### src/rtl/mmio_uart_tx.sv
// mmio_uart_tx: snoops core stores on the data-memory port, queues bytes written
// to the TX address in a small circular FIFO, and serialises them as 8N1 frames.
// A status word is returned combinationally for loads from the STATUS address.
module mmio_uart_tx #(
  parameter logic [31:0] TX_ADDR      = 32'hFFFF_FF00,
  parameter logic [31:0] STATUS_ADDR  = 32'hFFFF_FF04,
  parameter int unsigned CLKS_PER_BIT = 16,
  parameter int unsigned FIFO_DEPTH   = 4
) (
  input  logic        clk_i,
  input  logic        reset_i,
  input  logic        mem_write_i,
  input  logic [31:0] addr_i32,
  input  logic [31:0] write_data_i32,
  output logic [31:0] read_data_o32,
  output logic        hit_o,
  output logic        tx_o,
  output logic        overflow_o
);

  localparam int unsigned PTR_W  = $clog2(FIFO_DEPTH);
  localparam int unsigned CNT_W  = PTR_W + 1;
  localparam int unsigned BAUD_W = $clog2(CLKS_PER_BIT);

  localparam logic [CNT_W-1:0]  DEPTH_C     = CNT_W'(FIFO_DEPTH);
  localparam logic [CNT_W-1:0]  CNT_ZERO_C  = {CNT_W{1'b0}};
  localparam logic [CNT_W-1:0]  CNT_ONE_C   = CNT_W'(32'd1);
  localparam logic [PTR_W-1:0]  PTR_ZERO_C  = {PTR_W{1'b0}};
  localparam logic [PTR_W-1:0]  PTR_ONE_C   = PTR_W'(32'd1);
  localparam logic [BAUD_W-1:0] BAUD_ZERO_C = {BAUD_W{1'b0}};
  localparam logic [BAUD_W-1:0] BAUD_ONE_C  = BAUD_W'(32'd1);
  localparam logic [BAUD_W-1:0] BAUD_LAST_C = BAUD_W'(CLKS_PER_BIT - 32'd1);

  typedef enum logic [1:0] {
    IDLE  = 2'd0,
    START = 2'd1,
    DATA  = 2'd2,
    STOP  = 2'd3
  } state_t;

  // Status word layout: busy, full, empty, overflow in the low nibble, count in [15:8].
  function automatic logic [31:0] pack_status(
    input logic       busy,
    input logic       full,
    input logic       empty,
    input logic       ovf,
    input logic [7:0] cnt
  );
    pack_status = {16'h0000, cnt, 4'h0, ovf, empty, full, busy};
  endfunction

  // Registered state
  state_t            state_r;
  logic [BAUD_W-1:0] baud_r;
  logic [2:0]        bit_idx_r;
  logic [7:0]        shift_r;
  logic              tx_r;
  logic              overflow_r;
  logic [7:0]        fifo_mem_r [FIFO_DEPTH];
  logic [PTR_W-1:0]  wr_ptr_r;
  logic [PTR_W-1:0]  rd_ptr_r;
  logic [CNT_W-1:0]  count_r;

  // Next-state and decode signals
  state_t            state_n_s;
  logic [BAUD_W-1:0] baud_n_s;
  logic [2:0]        bit_idx_n_s;
  logic [7:0]        shift_n_s;
  logic              tx_n_s;
  logic              baud_last_s;
  logic              empty_s;
  logic              full_s;
  logic              busy_s;
  logic              push_s;
  logic              pop_s;
  logic              push_ok_s;
  logic              drop_s;
  logic              clr_s;
  logic [7:0]        head_s;
  logic              unused_upper_s;

  // Only the low byte (and bit0 for the clear) is meaningful; the rest of the store data is ignored.
  assign unused_upper_s = ^write_data_i32[31:8];

  assign empty_s     = (count_r == CNT_ZERO_C);
  assign full_s      = (count_r == DEPTH_C);
  assign busy_s      = (state_r != IDLE) || !empty_s;
  assign baud_last_s = (baud_r == BAUD_LAST_C);
  assign head_s      = fifo_mem_r[rd_ptr_r];

  assign push_s    = mem_write_i && (addr_i32 == TX_ADDR);
  assign pop_s     = (state_r == IDLE) && !empty_s;
  assign push_ok_s = push_s && (!full_s || pop_s);
  assign drop_s    = push_s && full_s && !pop_s;
  assign clr_s     = mem_write_i && (addr_i32 == STATUS_ADDR) && write_data_i32[0];

  assign hit_o      = (addr_i32 == TX_ADDR) || (addr_i32 == STATUS_ADDR);
  assign tx_o       = tx_r;
  assign overflow_o = overflow_r;

  // Status readback for loads; reflects pre-update state so a same-cycle push is not yet counted.
  always_comb begin
    read_data_o32 = 32'h0000_0000;
    if (addr_i32 == STATUS_ADDR) begin
      read_data_o32 = pack_status(busy_s, full_s, empty_s, overflow_r, 8'(count_r));
    end else begin
      read_data_o32 = 32'h0000_0000;
    end
  end

  // Serializer next-state logic; tx_n_s is the line level belonging to the next cycle's state.
  always_comb begin
    state_n_s   = state_r;
    baud_n_s    = baud_r;
    bit_idx_n_s = bit_idx_r;
    shift_n_s   = shift_r;
    tx_n_s      = 1'b1;
    case (state_r)
      IDLE: begin
        baud_n_s    = BAUD_ZERO_C;
        bit_idx_n_s = 3'd0;
        if (pop_s) begin
          state_n_s = START;
          shift_n_s = head_s;
          tx_n_s    = 1'b0;
        end else begin
          tx_n_s = 1'b1;
        end
      end
      START: begin
        tx_n_s = 1'b0;
        if (baud_last_s) begin
          state_n_s   = DATA;
          baud_n_s    = BAUD_ZERO_C;
          bit_idx_n_s = 3'd0;
          tx_n_s      = shift_r[0];
        end else begin
          baud_n_s = baud_r + BAUD_ONE_C;
        end
      end
      DATA: begin
        tx_n_s = shift_r[0];
        if (baud_last_s) begin
          baud_n_s  = BAUD_ZERO_C;
          shift_n_s = {1'b0, shift_r[7:1]};
          if (bit_idx_r == 3'd7) begin
            state_n_s   = STOP;
            bit_idx_n_s = 3'd0;
            tx_n_s      = 1'b1;
          end else begin
            bit_idx_n_s = bit_idx_r + 3'd1;
            tx_n_s      = shift_r[1];
          end
        end else begin
          baud_n_s = baud_r + BAUD_ONE_C;
        end
      end
      STOP: begin
        tx_n_s = 1'b1;
        if (baud_last_s) begin
          state_n_s = IDLE;
          baud_n_s  = BAUD_ZERO_C;
        end else begin
          baud_n_s = baud_r + BAUD_ONE_C;
        end
      end
      default: begin
        state_n_s   = IDLE;
        baud_n_s    = BAUD_ZERO_C;
        bit_idx_n_s = 3'd0;
        tx_n_s      = 1'b1;
      end
    endcase
  end

  // FSM state register.
  always_ff @(posedge clk_i) begin
    if (!reset_i) begin
      state_r <= IDLE;
    end else begin
      state_r <= state_n_s;
    end
  end

  // Serializer datapath registers, including the glitch-free line driver.
  always_ff @(posedge clk_i) begin
    if (!reset_i) begin
      baud_r    <= BAUD_ZERO_C;
      bit_idx_r <= 3'd0;
      shift_r   <= 8'h00;
      tx_r      <= 1'b1;
    end else begin
      baud_r    <= baud_n_s;
      bit_idx_r <= bit_idx_n_s;
      shift_r   <= shift_n_s;
      tx_r      <= tx_n_s;
    end
  end

  // FIFO storage; no reset needed because count gates every read.
  always_ff @(posedge clk_i) begin
    if (push_ok_s) begin
      fifo_mem_r[wr_ptr_r] <= write_data_i32[7:0];
    end
  end

  // FIFO pointers and occupancy; a simultaneous push and pop leaves count unchanged.
  always_ff @(posedge clk_i) begin
    if (!reset_i) begin
      wr_ptr_r <= PTR_ZERO_C;
      rd_ptr_r <= PTR_ZERO_C;
      count_r  <= CNT_ZERO_C;
    end else begin
      if (push_ok_s) begin
        wr_ptr_r <= wr_ptr_r + PTR_ONE_C;
      end
      if (pop_s) begin
        rd_ptr_r <= rd_ptr_r + PTR_ONE_C;
      end
      if (push_ok_s && !pop_s) begin
        count_r <= count_r + CNT_ONE_C;
      end else if (pop_s && !push_ok_s) begin
        count_r <= count_r - CNT_ONE_C;
      end else begin
        count_r <= count_r;
      end
    end
  end

  // Sticky overflow flag; a drop in the same cycle as a clear keeps it set.
  always_ff @(posedge clk_i) begin
    if (!reset_i) begin
      overflow_r <= 1'b0;
    end else if (drop_s) begin
      overflow_r <= 1'b1;
    end else if (clr_s) begin
      overflow_r <= 1'b0;
    end else begin
      overflow_r <= overflow_r;
    end
  end

endmodule

### config.mk
export PLATFORM = sky130hd
export DESIGN_NAME = mmio_uart_tx
export DESIGN_NICKNAME = d
export VERILOG_FILES = /design/src/rtl/mmio_uart_tx.sv
export SDC_FILE = /design/constraint.sdc
export NUM_CORES = 1
export LEC_CHECK = 0
export CORE_MARGIN = 8
export CORE_UTILIZATION = 30
export CTS_BUF_LIST = sky130_fd_sc_hd__clkbuf_16
export DETAILED_ROUTE_END_ITERATION = 16
export GPL_TIMING_DRIVEN = 0
export MAX_ROUTING_LAYER = met4
export PLACE_DENSITY = 0.67
export SKIP_CTS_REPAIR_TIMING = 1
export SYNTH_ARGS = -nofsm -noshare
export SYNTH_HDL_FRONTEND = slang
export SYNTH_SLANG_ARGS = --single-unit
### constraint.sdc
create_clock -name clk_i -period 6.5 [get_ports clk_i]
set_clock_uncertainty 0.1 [all_clocks]
set_input_delay 1.3 -clock clk_i [delete_from_list [all_inputs] [get_ports clk_i]]
set_output_delay 1.3 -clock clk_i [all_outputs]
set_load 0.01 [all_outputs]
# After elaboration in Yosys (flattened, before gate mapping)
# Memories as Yosys holds them, arrays and structs flattened. A register that Yosys moved wholly into a read port is not among the register bits.
# Cells that the tools add are included.
[classes] n_addsub=6 eq_ne=13 n_mux=29 reduce_logical=27
[ops] operator="equality test 32 bit, second input constant" n=2
[ops] operator="two-way mux 8 bit" n=2
[ops] operator="one-hot mux 8 bit (2 select lines)" n=1
[ops] operator="two-way mux 3 bit" n=5
[ops] operator="two-way mux 2 bit" n=7
[ops] operator="two-way mux 11 bit" n=1
[ops] operator="!= test 2 bit, second input constant" n=5
[ops] operator="logical AND 1 bit" n=9
[ops] operator="one-hot mux 3 bit (3 select lines)" n=1
[ops] operator="two-way mux 1 bit" n=8
[ops] operator="one-hot mux 2 bit (4 select lines)" n=1
[ops] operator="one-hot mux 4 bit (2 select lines)" n=1
[ops] operator="nonzero test 2 bit" n=4
[ops] operator="adder 3 x 1 -> 3 bit, second input constant" n=2
[ops] operator="equality test 3 bit, second input constant" n=2
[ops] operator="AND reduction 3 bit" n=2
[ops] operator="AND reduction 5 bit" n=1
[ops] operator="adder 2 x 1 -> 2 bit, second input constant" n=2
[ops] operator="adder 4 x 1 -> 4 bit, second input constant" n=1
[ops] operator="equality test 2 bit, second input constant" n=2
[ops] operator="equality test 4 bit, second input constant" n=1
[ops] operator="zero test 1 bit" n=4
[ops] operator="two-way mux 4 bit" n=1
[ops] operator="one-hot mux 1 bit (4 select lines)" n=1
[ops] operator="other kinds (7)" n=9
[word_totals] reg_bits=26 ram_bits=32 in_bits=67 output_inout_bits=35 word_cells=85 mem_count=1
[mem_list] memory="fifo_mem_r" words=4 width=8 read_ports=1 rd_clocked_by_memory_dff=1 write_ports=1 line_no="59" source="logic [7:0] fifo_mem_r [FIFO_DEPTH];"

# Longest topological paths before layout
# Gate-level depths: netlist (run 1).
[depth] ltp_word=9 ltp_mapped=11 mapped_depth_nobuf=11

# Worst setup path after synthesis (run 1)
# OpenSTA, ideal clock, no wires.
[synth_timing] path_kind="input to output" start="input addr_i32[1]" end="output read_data_o32[10]" arrival_time_ps=2638 required_time_ps=5100 path_slack_ps=2462 path_stages=4 n_path_buf=0 cell_sequence="or4b_4 nor4_4 and2_4 and3_1"
[synth_via] elab_chain_cells=2
[synth_lines] element="start: declaration" line_no="13" source="input logic [31:0] addr_i32,"
[synth_lines] element="equality test 32 bit" line_no="104" source="if (addr_i32 == STATUS_ADDR) begin"
[synth_lines] element="two-way mux 11 bit" line_no="104"
[synth_lines] element="end: declaration" line_no="15" source="output logic [31:0] read_data_o32,"
# Every way passes these cells.

# Worst setup path after layout (run 1)
[layout_timing] start="input addr_i32[1]" end="output read_data_o32[3]"
# Same word-level chain as after synthesis.

==> impl_results.md, run 1 <==
* Final setup margin at 1.454 ns
* Setup TNS Final at 0 ns
* Synth Area in Compound Gates at 6.115%
* Number of global-route vias before repair at 2,053
* Seq/Total Area, Yosys at 51.63%
* Die width at 115.1 um
* Worst Path Arrival at 3.65 ns
* Crit path time final at 5.046 ns
* Main synth FF type: edfxtp_1
* Cell Pwr Density at 337.5 nW/um^2
* First-pass GRT wire length at 9.984 mm
* Via-to-Cell Ratio at 4.258
* RSZ-0062 raised after global routing: no
* Iter 0 DRT Violations at 65
* Number of synthesized flops with an enable pin at 32
* Xor and xnor fraction of the mapped netlist area at 1.783%
* Final setup viols at 0
* Multiplexer area fraction after synthesis at 10.91%
* ANT nets after route at 0
* Logic gate share of total power at 29.0%
* Via count of the routed design at 1,984
* Die Y at 115.1 um
* Clock latency on the worst-skew pair at 0.32 ns
* Max Cap Violations at 0
* Syn Area/Cell at 12.18 sq um
* Overall routed net length at 6.076 mm
* Setup CP Type: in -> out
* Slew HR at 41.78%
* Post-synthesis adder-cell area fraction at 6.200%
* Internal power at 0.9629 mW
* Port Buf Inserts at 51
* IO Pins at 102
* #FFs+latches synth at 60
* DP Wirelength at 4.583 mm
* CTS buffer count at 9
* Ys Warns at 0
* Final slew viol count at 0
* Largest net degree at the start of global routing at 11
* Top cells by area, synth: edfxtp_1 (33%), dfxtp_1 (19%), buf_4 (6.4%), mux4_2 (6.1%), ha_1 (5.5%)
* WL per Instance at 13.04 um
* Share of cells above drive strength 1 at 18.02%
* Die ar. at 13,250 sq um
* Tcrit/Tclk final at 77.63%
* CTS tree: yes
* Router iterations before antenna repair at 4
* Min-Delay Path Class: reg -> reg
* Worst-Margin Slew at 0.8681 ns
* Switch Pwr at 0.3945 mW
* Antenna Cells at 0
* Worst vdd ir at 0.0002139 V
* Core Region at 9639 sq um
* Crit path max fanout at 6
* P_leak at 1.594 nW
* Synth cell count leaders: edfxtp_1 (32), dfxtp_1 (28), buf_4 (25)
* Mapped Area at 2947 sq um
* Setup crit start kind: primary input
* Fmax at 198.2 MHz
* # nets final at 409
* Top-count cell post-synth: edfxtp_1
* Largest family of logic cells by synthesized area: simple AND/OR/NAND/NOR gates
* Synth cell types at 45
* Synth top area share at 32.61%
* Reg power frac at 35.1%
* Clock share of power at 35.9%
* Initial Utilization at 30.57%
* DR DRC count at 0
* Area growth syn-to-layout at 36.48%
* Total track usage at 9.995%
* Fill cells at 935
* Setup crit end kind: primary output
* Worst path required time at 5.10 ns
* CTS Root Cell: clkbuf_16
* Switching share of power at 29.06%
* Pre-CTS setup slack at 1.442 ns
* Gpl congestion at 0.7537
* Asr flop ratio synth at 0%
* Clock transition at path regs at 0.05 ns
* Total global routing overflow at 0
* CTS Sinks at 60
* Initial antenna violation count at 0
* Post-synthesis simple-gate area fraction at 14.31%
* Run status: complete, no violations
* Yosys top cell by area: edfxtp_1
* Rows at 36
* CTS max path bufs at 2
* H-tree depth at 3
* Syn Inst Count at 242
* Final hold vios at 0
flip-flops by register name, summed over array words and instances (netlist names), named ones only:
register    flops
tx_o            1
bit_idx_r       3
state_r         2
rd_ptr_r        2
shift_r         8
fifo_mem_r     32
count_r         3
baud_r          4
overflow_o      1
wr_ptr_r        2
placed cells by master, fill, tap and decap left out, types with 3 or more instances in the layout:
| cell | synthesis | final |
|---|---|---|
| conb_1 | 1 | 25 |
| mux2i_1 | 13 | 13 |
| edfxtp_1 | 32 | 32 |
| and3_1 | 7 | 7 |
| and2_1 | 4 | 4 |
| clkbuf_1 | 5 | 5 |
| nand3_1 | 6 | 6 |
| clkbuf_16 | 0 | 9 |
| nor2b_1 | 4 | 4 |
| nand2_1 | 9 | 9 |
| nor3_1 | 3 | 3 |
| mux4_2 | 8 | 8 |
| nor2_1 | 11 | 11 |
| nand4_1 | 6 | 6 |
| clkinv_2 | 0 | 3 |
| dfxtp_1 | 28 | 28 |
| o21ai_0 | 10 | 10 |
| clkdlybuf4s50_1 | 0 | 51 |
| inv_1 | 10 | 11 |
| buf_4 | 25 | 25 |
| ha_1 | 13 | 13 |
| a21oi_1 | 9 | 9 |
| buf_2 | 3 | 3 |
| xnor2_1 | 4 | 4 |
worst max-delay path: stages:
cell	delay [ns]
clkdlybuf4s50_1	0.40
or4b_4	0.55
nor4_4	0.42
and2_4	0.25
and3_1	0.16
clkdlybuf4s50_1	0.56
area by class of cell:
cell class / count / area, sq um / share of cell area (%)
plain buffers: 34 / 225.2 / 5.600
clock buffers: 9 / 225.2 / 5.600
clock inverters: 7 / 82.58 / 2.054
inverters: 10 / 37.54 / 0.9334
multi-input cells: 162 / 1252 / 31.14
flip-flops and latches: 60 / 1521 / 37.83
well taps: 133 / 166.4 / 4.138
repair buffers: 51 / 510.5 / 12.69
metrics by stage:
stage          instance area, sq um  cells  util [%]  power (mW)  hold slack, ns
2_1_floorplan                  3037    266         -      0.7683          0.3332
3_3_place_gp                   3714    450     38.53      0.8611          0.3488
3_5_place_dp                   3714    450     38.53      0.8726          0.3544
4_1_cts                        4021    466     41.72       1.364          0.3615
5_1_grt                        4021    466     41.72       1.437          0.3978
6_report                       4021    466     41.72       1.357          0.3560
power by group through the flow:
| stage | clock network, mW | registers, mW | logic, mW |
|---|---|---|---|
| after floorplan | 0 | 0.477 | 0.292 |
| after global placement | 0 | 0.483 | 0.378 |
| after detailed placement | 0 | 0.484 | 0.388 |
| after CTS | 0.493 | 0.477 | 0.394 |
| after global routing | 0.518 | 0.484 | 0.436 |
| final | 0.487 | 0.477 | 0.394 |
layer usage:
| layer | GRT usage [%] | up-vias | share of wire (%) |
|---|---|---|---|
| met5 | - | - | 0 |
| met4 | 4.816 | 0 | 2.8 |
| met3 | 3.309 | 15 | 6.1 |
| met2 | 16.52 | 43 | 49 |
| met1 | 10.60 | 923 | 42 |
| li1 | - | 1003 | - |
logic make-up after synthesis:
kind of cell | Yosys count
buf+inv | 44
xor+xnor | 6
compound gates | 29
simple gates | 66
mux | 22
other cells | 1
flops | 60
fa+ha+maj | 14
worst paths after layout:
kind / start / end / slack [ns] / depth (start not counted)
hold reg to reg: baud_r[0] / baud_r[0] / 0.36 / 1
setup / recovery: addr_i32[1] / read_data_o32[3] / 1.45 / 6
setup reg to reg: state_r[0] / count_r[2] / 3.79 / 11
hold / removal: baud_r[0] / baud_r[0] / 0.36 / 1
Power figures use the tool's default switching activity.
==> run 2, diff against run 1 <==
Settings changed: PLACE_DENSITY 0.67 to 0.69.
Clock period 6.5 ns to 4.61 ns, I/O delays scaled along.
==> run 2 against run 1 <==
  * Total power increased by 40%
  * Clock power up 39%
  * Critical path type unchanged
  * Worst setup slack worse by 1.1 ns
  * First-iteration DRC count increased by 77%
  * Combinational power increased by 39%
  * Sequential share of layout area about the same
  * Global-route usage hardly changed
  * Largest power group unchanged
  * Flip-flop and latch count unchanged
  * Design area about the same
  * Cell count did not move
  * Sequential power up 41%
  * Worst hold slack improved by 0.0048 ns
==> impl_results.md, run 2 (synthesis results as in run 1) <==
* Run status: complete, no violations
* Slew HR at 48.24% (+6.5 points)
* Area growth syn-to-layout at 36.56% (about the same)
* First-pass GRT wire length at 10.03 mm (+0.48%)
* Router iterations before antenna repair at 4 (unchanged)
* CTS tree: yes
* Via count of the routed design at 2,006 (+1.1%)
* Worst Path Arrival at 3.28 ns (-0.37 ns)
* IO Pins at 102 (unchanged)
* DP Wirelength at 4.713 mm (+2.8%)
* Tcrit/Tclk final at 93.23%
* Final slew viol count at 0 (unchanged)
* ANT nets after route at 0 (unchanged)
* Setup CP Type: in -> out
* Final hold vios at 0 (unchanged)
* Total track usage at 10.03% (+0.035 points)
* Crit path time final at 4.298 ns
* Clock transition at path regs at 0.06 ns (about the same)
* Most flops, register: fifo_mem_r
* CP Launch Point: addr_i32[1]
* Gpl congestion at 0.7441 (-1.3%)
* Max reg flops at 32 (unchanged)
* Die ar. at 13,250 sq um (unchanged)
* Iter 0 DRT Violations at 115 (+77%)
* Port Buf Inserts at 51 (unchanged)
* Worst vdd ir at 0.0004093 V (+91%)
* Worst path required time at 3.59 ns (-1.51 ns)
* Min-Delay Path Class: reg -> reg
* CTS buffer count at 9 (unchanged)
* Most frequent cells in the layout: clkdlybuf4s50_1 (51), edfxtp_1 (32), dfxtp_1 (28)
* Largest net degree at the start of global routing at 14 (+3)
* Cell Pwr Density at 471.2 nW/um^2 (+40%)
* CTS Sinks at 60 (unchanged)
* Die width at 115.1 um (unchanged)
* WL per Instance at 12.97 um (-0.54%)
* P_leak at 1.588 nW (-0.36%)
* H-tree depth at 3 (unchanged)
* Antenna Cells at 0 (unchanged)
* Overall routed net length at 6.043 mm (-0.54%)
* Initial Utilization at 30.57% (unchanged)
* Via-to-Cell Ratio at 4.305 (+1.1%)
* Rows at 36 (unchanged)
* Number of global-route vias before repair at 1,996 (-2.8%)
* Core Region at 9639 sq um (unchanged)
* Die Y at 115.1 um (unchanged)
* Total global routing overflow at 0 (unchanged)
* Clock latency on the worst-skew pair at 0.32 ns (about the same)
* Setup crit end kind: primary output
* Crit path max fanout at 6 (unchanged)
* Max Cap Violations at 0 (unchanged)
* Most common cell on crit path: clkdlybuf4s50_1
* Most common cell after layout, fill and taps aside: clkdlybuf4s50_1
* CTS max path bufs at 2 (unchanged)
* Share of cells above drive strength 1 at 18.62% (+0.60 points)
* Register-to-register setup slack at 1.94 ns (-1.85 ns)
* Worst path max stage delay at 0.55 ns (about the same)
* Setup TNS Final at 0 ns (unchanged)
* Crit Reg-Reg Startpoint: state_r[0]
* Biggest regs: fifo_mem_r x32, shift_r x8, baud_r x4
* Min-Delay Startpoint: baud_r[0]
* Final setup viols at 0 (unchanged)
* # nets final at 409 (unchanged)
* Slowest cell on crit path: or4b_4
* DR DRC count at 0 (unchanged)
* Fmax at 232.7 MHz
* Initial antenna violation count at 0 (unchanged)
* CTS Root Cell: clkbuf_16
* Setup crit start kind: primary input
* Pre-CTS setup slack at 0.3135 ns (-1.129 ns)
* Critical Path, Cell by Cell: clkdlybuf4s50_1, or4b_4, nor4_4, and2_4, and3_1, clkdlybuf4s50_1
* RSZ-0062 raised after global routing: no
* Final setup margin at 0.3119 ns (-1.142 ns)
* Worst-Margin Slew at 0.7717 ns (-0.09632 ns)
-- run 2: stage by stage --
| stage | instance area [sq um] | cells | hold WS, ns | utilization (%) | power, mW |
|---|---|---|---|---|---|
| after floorplan | 3037 | 266 | 0.3332 | - | 1.083 |
| after global placement | 3714 | 450 | 0.3489 | 38.53 | 1.214 |
| after detailed placement | 3714 | 450 | 0.3608 | 38.53 | 1.227 |
| after CTS | 4024 | 466 | 0.3689 | 41.74 | 1.910 |
| after global routing | 4024 | 466 | 0.3949 | 41.74 | 2.013 |
| final | 4024 | 466 | 0.3607 | 41.74 | 1.896 |
-- run 2: final cells by class --
type	count	area [sq um]
multi-input cells	162	1252
well taps	133	166.4
clock inverters	7	85.08
flip-flops and latches	60	1521
fillers	905	5615
clock buffers	9	225.2
inverters	10	37.54
plain buffers	34	225.2
repair buffers	51	510.5
-- run 2: worst max-delay path, delay by kind of cell --
kind / cells / cell delay (ns)
buffers and inverters: 2 / 0.95
and+or+nand+nor: 4 / 1.41
-- run 2: report_power, final --
group	leakage, nW	total (mW)	switching, mW	internal [mW]
combinational	0.920	0.546	0.283	0.263
sequential	0.517	0.671	0.0429	0.628
clock	0.152	0.679	0.252	0.427
total	1.59	1.90	0.578	1.32
-- run 2: layer usage --
| layer | GRT usage (%) | vias up | part of all wire [%] |
|---|---|---|---|
| li1 | - | 1009 | - |
| met1 | 10.73 | 944 | 43 |
| met2 | 16.99 | 47 | 50 |
| met3 | 3.782 | 6 | 6.0 |
| met4 | 2.890 | 0 | 0.91 |
| met5 | - | - | 0 |
-- run 2: final timing paths --
kind,end,depth (start not counted)
hold / removal,baud_r[0],1
hold reg to reg,baud_r[0],1
setup reg to reg,count_r[2],11
setup / recovery,read_data_o32[10],6
==> run 3, diff against run 2 <==
Settings changed: PLACE_DENSITY 0.69 to 0.63.
==> run 3 against run 2 <==
  * Total power is 2.7% higher
  * Design area is 0.37% higher
  * Cell count stayed put
  * Largest power group unchanged
  * Flip-flop and latch count stayed put
  * Worst setup slack better by 0.030 ns
  * Global-route usage hardly changed
  * Largest cell class unchanged
  * Via count is 0.30% lower
==> impl_results.md, run 3 (synthesis results as in run 1) <==
* Setup crit start kind: primary input
* Setup crit end kind: primary output
* Tcrit/Tclk final at 92.59% (-0.64 points)
* Worst Reg2Reg Path Length in Cells at 11 (unchanged)
* Crit path time final at 4.268 ns (-0.02964 ns)
* Register-to-register setup slack at 1.92 ns (-0.02 ns)
* Worst vdd ir at 0.0003601 V (-12%)
* Setup TNS Final at 0 ns (unchanged)
* CTS buffer count at 9 (unchanged)
* WL per Instance at 13.16 um (+1.5%)
* Largest net degree at the start of global routing at 13 (-1)
* First-pass GRT wire length at 9.901 mm (-1.3%)
* Die width at 115.1 um (unchanged)
* Via count of the routed design at 2,000 (-0.30%)
* Fill cells at 939 (+3.8%)
* IO Pins at 102 (unchanged)
* Port Buf Inserts at 51 (unchanged)
* Worst Hold End: baud_r[0]
* Worst Path Arrival at 3.25 ns (-0.03 ns)
* Max reg flops at 32 (unchanged)
* Slew HR at 39.43% (-8.8 points)
* Antenna Cells at 0 (unchanged)
* Total global routing overflow at 0 (unchanged)
* Total track usage at 10.01% (-0.021 points)
* Core Region at 9639 sq um (unchanged)
* Router iterations before antenna repair at 4 (unchanged)
* P_leak at 1.585 nW (-0.24%)
* Die Y at 115.1 um (unchanged)
* Final setup viols at 0 (unchanged)
* Most common cell after layout, fill and taps aside: clkdlybuf4s50_1
* CP Launch Point: addr_i32[1]
* Die ar. at 13,250 sq um (unchanged)
* Rows at 36 (unchanged)
* Worst path required time at 3.59 ns (about the same)
* Max Cap Violations at 0 (unchanged)
* Iter 0 DRT Violations at 64 (-44%)
* Final slew viol count at 0 (unchanged)
* Initial antenna violation count at 0 (unchanged)
* Min-Delay Path Class: reg -> reg
* DR DRC count at 0 (unchanged)
* Run status: complete, no violations
* Cell Pwr Density at 482.2 nW/um^2 (+2.3%)
* Worst-Margin Slew at 0.9031 ns (+0.1313 ns)
* Clock latency on the worst-skew pair at 0.33 ns (about the same)
* Gpl congestion at 0.7297 (-1.9%)
* Crit path max fanout at 6 (unchanged)
* Overall routed net length at 6.132 mm (+1.5%)
* Most frequent cells in the layout: clkdlybuf4s50_1 (51), edfxtp_1 (32), dfxtp_1 (28)
* Smallest hold slack at 0.3661 ns (+0.005360 ns)
* # nets final at 409 (unchanged)
* CTS Sinks at 60 (unchanged)
* Share of cells above drive strength 1 at 18.62% (unchanged)
* Setup CP Type: in -> out
* Area after DPL at 3714 sq um (unchanged)
* Min-Delay Startpoint: baud_r[0]
* Via-to-Cell Ratio at 4.292 (-0.30%)
* Final hold vios at 0 (unchanged)
* CTS max path bufs at 2 (unchanged)
* Most flops, register: fifo_mem_r
* Final Util at 41.90% (+0.16 points)
* CTS Root Cell: clkbuf_16
* H-tree depth at 3 (unchanged)
* FF-to-FF End: count_r[2]
* Area growth syn-to-layout at 37.07%
* Initial Utilization at 30.57% (unchanged)
* Clock transition at path regs at 0.05 ns (about the same)
* Final instance area at 4039 sq um (+0.37%)
* Final Total Pwr at 1.948 mW (+2.7%)
* RSZ-0062 raised after global routing: no
* Number of global-route vias before repair at 2,011 (+0.75%)
* Biggest regs: fifo_mem_r x32, shift_r x8, baud_r x4
* Crit Reg-Reg Startpoint: state_r[0]
* Fmax at 234.3 MHz (+0.69%)
* CTS tree: yes
* ANT nets after route at 0 (unchanged)
* DP Wirelength at 4.651 mm (-1.3%)
* Hold depth at 1 (unchanged)
-- run 3: how the worst max path moves through the flow --
stage,end
2_1_floorplan,count_r[2]
3_3_place_gp,read_data_o32[3]
3_5_place_dp,read_data_o32[8]
4_1_cts,read_data_o32[8]
5_1_grt,read_data_o32[8]
6_report,read_data_o32[8]
-- run 3: cell type report --
type / instances / area [sq um] / area share [%]
Sequential cell: 60 / 1521 / 37.67
Clock inverter: 7 / 100.1 / 2.478
Inverter: 10 / 37.54 / 0.9294
Multi-Input combinational cell: 162 / 1252 / 31.01
Tap cell: 133 / 166.4 / 4.120
Timing Repair Buffer: 51 / 510.5 / 12.64
Buffer: 34 / 225.2 / 5.576
Clock buffer: 9 / 225.2 / 5.576
-- run 3: through the flow --
stage	instances	setup slack (ns)
after floorplan	266	1.182
after global placement	450	0.3446
after detailed placement	450	0.3137
final	466	0.3416
after CTS	466	0.3137
after global routing	466	0.2077
-- run 3: critical path, stage by stage --
cell and delay, ns:
clkdlybuf4s50_1 0.40, or4b_4 0.55, nor4_4 0.42, and2_4 0.25
and3_1 0.15, clkdlybuf4s50_1 0.55
-- run 3: routing by layer --
layer	global-route usage, %	share of wire [%]	vias up
met1	10.64	43	934
met4	4.904	2.4	0
met5	-	0	-
li1	-	-	1007
met2	16.52	49	46
met3	3.256	5.8	13
-- run 3: report_power, final --
group / internal [mW] / switching [mW] / leakage, nW / total (mW)
clock: 0.475 / 0.243 / 0.148 / 0.718
sequential: 0.628 / 0.0447 / 0.517 / 0.673
combinational: 0.264 / 0.293 / 0.920 / 0.557
